File: config.mk
export PLATFORM = sky130hd
export DESIGN_NAME = pwm_nivel_motor
export DESIGN_NICKNAME = d
export VERILOG_FILES = /design/src/rtl/pwm_nivel_motor_pkg.sv /design/src/rtl/pwm_nivel_motor_contador_periodo_pwm.sv /design/src/rtl/pwm_nivel_motor.sv
export SDC_FILE = /design/constraint.sdc
export NUM_CORES = 1
export LEC_CHECK = 0
export BUFFER_PORTS_ARGS = -buffer_cell sky130_fd_sc_hd__buf_2
export CORE_ASPECT_RATIO = 0.8
export CORE_MARGIN = 4
export CORE_UTILIZATION = 52
export DETAILED_ROUTE_END_ITERATION = 12
export PLACE_DENSITY = 0.73
export SYNTH_ARGS = -nofsm -noshare
export SYNTH_HDL_FRONTEND = slang
export SYNTH_HIERARCHICAL = 1
export SYNTH_SLANG_ARGS = --single-unit
File: constraint.sdc
create_clock -name clock -period 2.7 [get_ports clock]
set_input_delay 0.405 -clock clock [delete_from_list [all_inputs] [get_ports clock]]
set_output_delay 0.405 -clock clock [all_outputs]
set_load 0.02 [all_outputs]
File: src/rtl/pwm_nivel_motor_pkg.sv
// Shared types and defaults for the motor-level PWM stage (state encoding, default timing).
// The ramp helper is only used when the RAMPA_EN macro is defined.
package pwm_nivel_motor_pkg;

   typedef enum logic {
      ST_IDLE = 1'b0,
      ST_RUN  = 1'b1
   } estado_t;

   // 1 kHz PWM from a 50 MHz clock, with quarter-step duties per level
   localparam int PERIODO_PADRAO = 50000;
   localparam int DUTY1_PADRAO   = 12500;
   localparam int DUTY2_PADRAO   = 25000;
   localparam int DUTY3_PADRAO   = 37500;
   localparam int CW_PADRAO      = 16;

   function automatic logic [1:0] passoNivel(input logic [1:0] atual, input logic [1:0] alvo);
      if (alvo > atual) begin
         return atual + 2'd1;
      end else if (alvo < atual) begin
         return atual - 2'd1;
      end
      return atual;
   endfunction

endpackage

File: src/rtl/pwm_nivel_motor_contador_periodo_pwm.sv
// Modulo-PERIODO period counter with synchronous zeroing and terminal-count flag.
// Exposes its next value so the parent can register pwm one cycle ahead.
module contador_periodo_pwm #(
   parameter int PERIODO = 50000,
   parameter int CW      = 16
) (
   input  logic          clock,
   input  logic          clr,
   input  logic          zerar_i,
   output logic [CW-1:0] contProx_o,
   output logic          terminal_o
);

   localparam logic [CW-1:0] ULTIMO = CW'(PERIODO - 1);

   logic [CW-1:0] cont_q;
   logic [CW-1:0] cont_d;

   always_comb begin
      terminal_o = (cont_q == ULTIMO);
      if (zerar_i || terminal_o) begin
         cont_d = '0;
      end else begin
         cont_d = cont_q + CW'(1);
      end
      contProx_o = cont_d;
   end

   always_ff @(posedge clock or negedge clr) begin
      if (!clr) begin
         cont_q <= '0;
      end else begin
         cont_q <= cont_d;
      end
   end

endmodule

File: src/rtl/pwm_nivel_motor.sv
// Level-driven motor PWM: FSM, boundary-synchronised level register, duty mux, registered pwm.
// Optional feature: define RAMPA_EN to step the applied level by one per period.
module pwm_nivel_motor
   import pwm_nivel_motor_pkg::*;
#(
   parameter int PERIODO = PERIODO_PADRAO,
   parameter int DUTY1   = DUTY1_PADRAO,
   parameter int DUTY2   = DUTY2_PADRAO,
   parameter int DUTY3   = DUTY3_PADRAO,
   parameter int CW      = CW_PADRAO
) (
   input  logic       clock,
   input  logic       clr,
   input  logic       enable,
   input  logic [1:0] nivel,
   output logic       pwm,
   output logic       fim_periodo,
   output logic [1:0] nivel_ativo,
   output logic       rodando
);

   estado_t       estado_q, estado_d;
   logic [1:0]    nivelAtivo_q, nivelAtivo_d;
   logic          pwm_q, pwm_d;
   logic          zerar;
   logic          terminal;
   logic [CW-1:0] contProx;
   logic [CW:0]   dutyProx;

   // Zeroing on !enable keeps cont at 0 throughout IDLE, including the edge that leaves RUN
   assign zerar = (estado_q == ST_IDLE) || !enable;

   contador_periodo_pwm #(
      .PERIODO (PERIODO),
      .CW      (CW)
   ) uContador (
      .clock      (clock),
      .clr        (clr),
      .zerar_i    (zerar),
      .contProx_o (contProx),
      .terminal_o (terminal)
   );

   always_comb begin
      estado_d     = estado_q;
      nivelAtivo_d = nivelAtivo_q;
      case (estado_q)
         ST_IDLE: begin
            if (enable) begin
               estado_d = ST_RUN;
`ifdef RAMPA_EN
               nivelAtivo_d = passoNivel(2'd0, nivel);
`else
               nivelAtivo_d = nivel;
`endif
            end
         end
         ST_RUN: begin
            if (!enable) begin
               estado_d = ST_IDLE;
`ifdef RAMPA_EN
               nivelAtivo_d = 2'd0;
`endif
            end else if (terminal) begin
`ifdef RAMPA_EN
               nivelAtivo_d = passoNivel(nivelAtivo_q, nivel);
`else
               nivelAtivo_d = nivel;
`endif
            end
         end
         default: estado_d = ST_IDLE;
      endcase
   end

   // Lookahead compare: next cycle's count against next cycle's level gives a registered pwm
   always_comb begin
      case (nivelAtivo_d)
         2'd1:    dutyProx = (CW+1)'(DUTY1);
         2'd2:    dutyProx = (CW+1)'(DUTY2);
         2'd3:    dutyProx = (CW+1)'(DUTY3);
         default: dutyProx = '0;
      endcase
      pwm_d = (estado_d == ST_RUN) && ({1'b0, contProx} < dutyProx);
   end

   always_ff @(posedge clock or negedge clr) begin
      if (!clr) begin
         estado_q     <= ST_IDLE;
         nivelAtivo_q <= 2'd0;
         pwm_q        <= 1'b0;
      end else begin
         estado_q     <= estado_d;
         nivelAtivo_q <= nivelAtivo_d;
         pwm_q        <= pwm_d;
      end
   end

   assign pwm         = pwm_q;
   assign fim_periodo = terminal;
   assign nivel_ativo = nivelAtivo_q;
   assign rodando     = (estado_q == ST_RUN);

endmodule

==> metrics.csv <==
stage,metric,value,unit
die,die_area,3254,um^2
timing,rsz0062_at_grt,true,
worst_setup_path,slowest_delay,0.55,ns
timing,max_freq,320.4,MHz
worst_setup_path,ff2ff_path_depth,11,
clocking,cts_sinks,20,
clocking,clk_pin_slew,0.12,ns
worst_setup_path,setup.worst_path.end_class,register,
placed_design,post_dp_cell_area,1589,um^2
status,outcome,"complete, but fails checks",
logic_synthesis,synth_adder_area_share,14.03,%
timing,finalHoldViolations,0,
finish,multi_input_area,830.8,um^2
timing,worstMarginPinSlew,0.4527,ns
die,die_h,51.83,um
worst_setup_path,r2r_start,uContador/cont_q[12],
die,core,2215,um^2
routing,drc,0,
clocking,cts_tree,built,
logic_synthesis,synth_cells,127,
pwr,vdd_ir_drop_max,289.2,uV
worst_setup_path,r2r_slack,-0.42,ns
finish,nFillCells,155,
logic_synthesis,ys.warnings.count,6,
clocking,root_buffer,clkbuf_4,
logic_synthesis,synth_cell_type_count,31,
timing,whs,0.02532,ns
clocking,cts.htree.levels,1,
routing,vias,1056,
finish,diodes,0,
die,rows,15,
logic_synthesis,synth_top_family_by_area,simple AND/OR/NAND/NOR gates,
logic_synthesis,synth_edf_count,0,
worst_setup_path,cpMaxStageDelayCell,or4b_4,
placed_design,routabilityCongestion,0.8934,
timing,fin_worst_skew,0.002096,ns
logic_synthesis,synthArstFlopShare,100.0,%
finish,drive_gt1_share,36.90,%
finish,final_area,1712,um^2
die,die_w,62.79,um
worst_setup_path,cp_common_cell,ha_4,
timing,setup_viol,1,
worst_setup_path,crit_chain,or4b_4 > nor4_4 > nand2b_4 > nand2_4 > mux2_4 > ha_4 > ha_4 > and4_4 > nand3_2 > nor4b_2 > nor4_1,
timing,maxSlewViolCount,0,
logic_synthesis,synth_compound_area_share,5.711,%
worst_setup_path,worstPathMaxFanout,3,
placed_design,pre_cts_ws,-0.4482,ns
logic_synthesis,syn_area_per_cell,9.832,um^2
status,violations,setup timing,
global_route,antenna_found_initial,0,
logic_synthesis,synthMuxAreaShare,1.703,%
routing,totalWireLength,2902,um
routing,first_pass_iters,4,
die,initial_core_util,56.38,%
finish,area_growth,37.07,%
worst_setup_path,crit_path_start_kind,register,
logic_synthesis,synthesis.nets,146,
worst_setup_path,path_buf_inv,0,
timing,slew_headroom,69.82,%
worst_setup_path,crit_family,simple AND/OR/NAND/NOR gates,
routing,routedWlPerCell,15.04,um
global_route,grt_max_degree,21,
pwr,p_per_area,421.2,nW/um^2
placed_design,dp_hpwl,2250,um
logic_synthesis,syn_area,1249,um^2
hold_path,hold_path_class,primary input to asynchronous set/reset pin,
clocking,numCtsBuffers,3,
logic_synthesis,ys_seq_elements,20,
worst_setup_path,r2r_end,pwm,
logic_synthesis,synth_xor_xnor_area_share,9.118,%
flow_run,maxCapViolations,0,
logic_synthesis,yosysSeqAreaShare,40.08,%
clocking,cts_buffer_depth,2,
die,ios,10,
worst_setup_path,required,2.90,ns
worst_setup_path,cp.arrival,3.32,ns
routing,via_per_inst,5.472,
finish,fin_nets,188,
global_route,overflow,0,
timing,period_minus_slack,3.121,ns
global_route,track_usage,20.06,%
clocking,clkLatencyLatePin,0.30,ns
finish,register_area,500.5,um^2
timing,worst_slack,-0.4206,ns
routing,drtAntennaViolNets,0,
pwr,p_leak,0.7870,nW
logic_synthesis,synth_flop_cell,dfrtp_1,
routing,drt_iter0_drc,50,
worst_setup_path,critPathKind,register to register,
global_route,grt_pass1_wl,4871,um
logic_synthesis,yosys.area_share.simple,25.15,%
placed_design,portBuffers,9,
global_route,grt_pass1_vias,1032,
timing,fin_crit_sh,115.6,%
==> worst max-delay path by stage <==
stage / cells after the start / from / endpoint / slack (ns)
2_1_floorplan: 11 / uContador/cont_q[13] / pwm / -0.49
3_3_place_gp: 12 / uContador/cont_q[13] / pwm / -0.35
3_5_place_dp: 12 / uContador/cont_q[13] / pwm / -0.45
4_1_cts: 12 / uContador/cont_q[4] / pwm / -0.42
5_1_grt: 11 / uContador/cont_q[12] / pwm / -0.55
6_report: 11 / uContador/cont_q[12] / pwm / -0.42
==> cells in the final DEF, fill, tap and decap left out, types with 5 or more instances in the layout <==
cell type  count
buf_2          9
buf_4         30
dfrtp_1       20
ha_1           9
ha_4           5
inv_1          5
nand2_1        5
nand3_1        5
nor2_1        18
xnor2_1       12
==> report_power, final <==
part	internal (mW)	switching, mW
clock	0.150	0.0963
sequential	0.307	0.00605
combinational	0.0781	0.0836
==> state kept, by name (all words and copies together), names as in the netlist <==
name              cells
pwm                   1
uContador/cont_q     16
rodando               1
nivel_ativo           2
==> synthesized netlist by cell type, types with 2 or more instances <==
cell type | n | share of area, %
or4b_1 | 2 | 1.6
nand3_1 | 6 | 2.4
nand4b_1 | 2 | 1.4
and3_1 | 2 | 1.0
nand4_1 | 4 | 2.0
nor4_1 | 4 | 2.0
ha_1 | 14 | 14
xnor2_1 | 12 | 8.4
nand2b_1 | 2 | 1.0
or2_1 | 2 | 1.0
nor3_1 | 4 | 1.6
a21oi_1 | 4 | 1.6
nor2_1 | 19 | 5.7
dfrtp_1 | 20 | 40
a21o_1 | 3 | 1.8
inv_1 | 7 | 2.1
nand2_1 | 6 | 1.8
==> cell families after synthesis <==
kind of cell,count (synthesis)
AND/OR/NAND/NOR,58
flip-flops,20
adder cells (fa/ha/maj),14
XOR/XNOR,13
AO/OA/AOI/OAI,11
buffers and inverters,9
multiplexers,2
==> per-stage QoR <==
| stage | utilization, % | TNS (ns) | instances | power [mW] |
|---|---|---|---|---|
| global route | 77.29 | -0.5507 | 193 | 0.7585 |
| global placement | 71.75 | -0.3483 | 185 | 0.4593 |
| finish | 77.29 | -0.4206 | 193 | 0.7209 |
| CTS | 75.82 | -0.4155 | 192 | 0.7188 |
| floorplan | - | -0.4934 | 127 | 0.4139 |
| detailed placement | 71.75 | -0.4482 | 185 | 0.4658 |
==> per-layer routing <==
metal | vias up | GRT usage, % | routed length [um]
met5 | - | 0 | 0
met4 | 0 | 4.762 | 26
met3 | 4 | 5.832 | 106
met2 | 16 | 34.16 | 1335
met1 | 502 | 25.41 | 1434
li1 | 534 | - | -
==> cell type report <==
class,instances,area share [%]
multi-input cells,98,48.54
flip-flops and latches,20,29.24
repair buffers,39,15.79
well taps,25,1.827
clock inverters,1,1.754
inverters,7,1.535
clock buffers,3,1.316
==> worst reg2reg max path, stage by stage (launching register included) <==
cell and delay (ns):
dfrtp_1 0.39, or4b_4 0.55, nor4_4 0.31, nand2b_4 0.20, nand2_4 0.07, mux2_4 0.34, ha_4 0.24, ha_4 0.26
and4_4 0.24, nand3_2 0.08, nor4b_2 0.27, nor4_1 0.07
==> what timing repair did <==
action                                  4_1_cts  5_1_grt
setup buffers                                 3        1
hold buffers                                  0        0
pin swaps                                     1        8
resized for setup                             4        3
endpoints found under the setup margin        1        1
No activity file was read; power rests on OpenSTA's default activity.
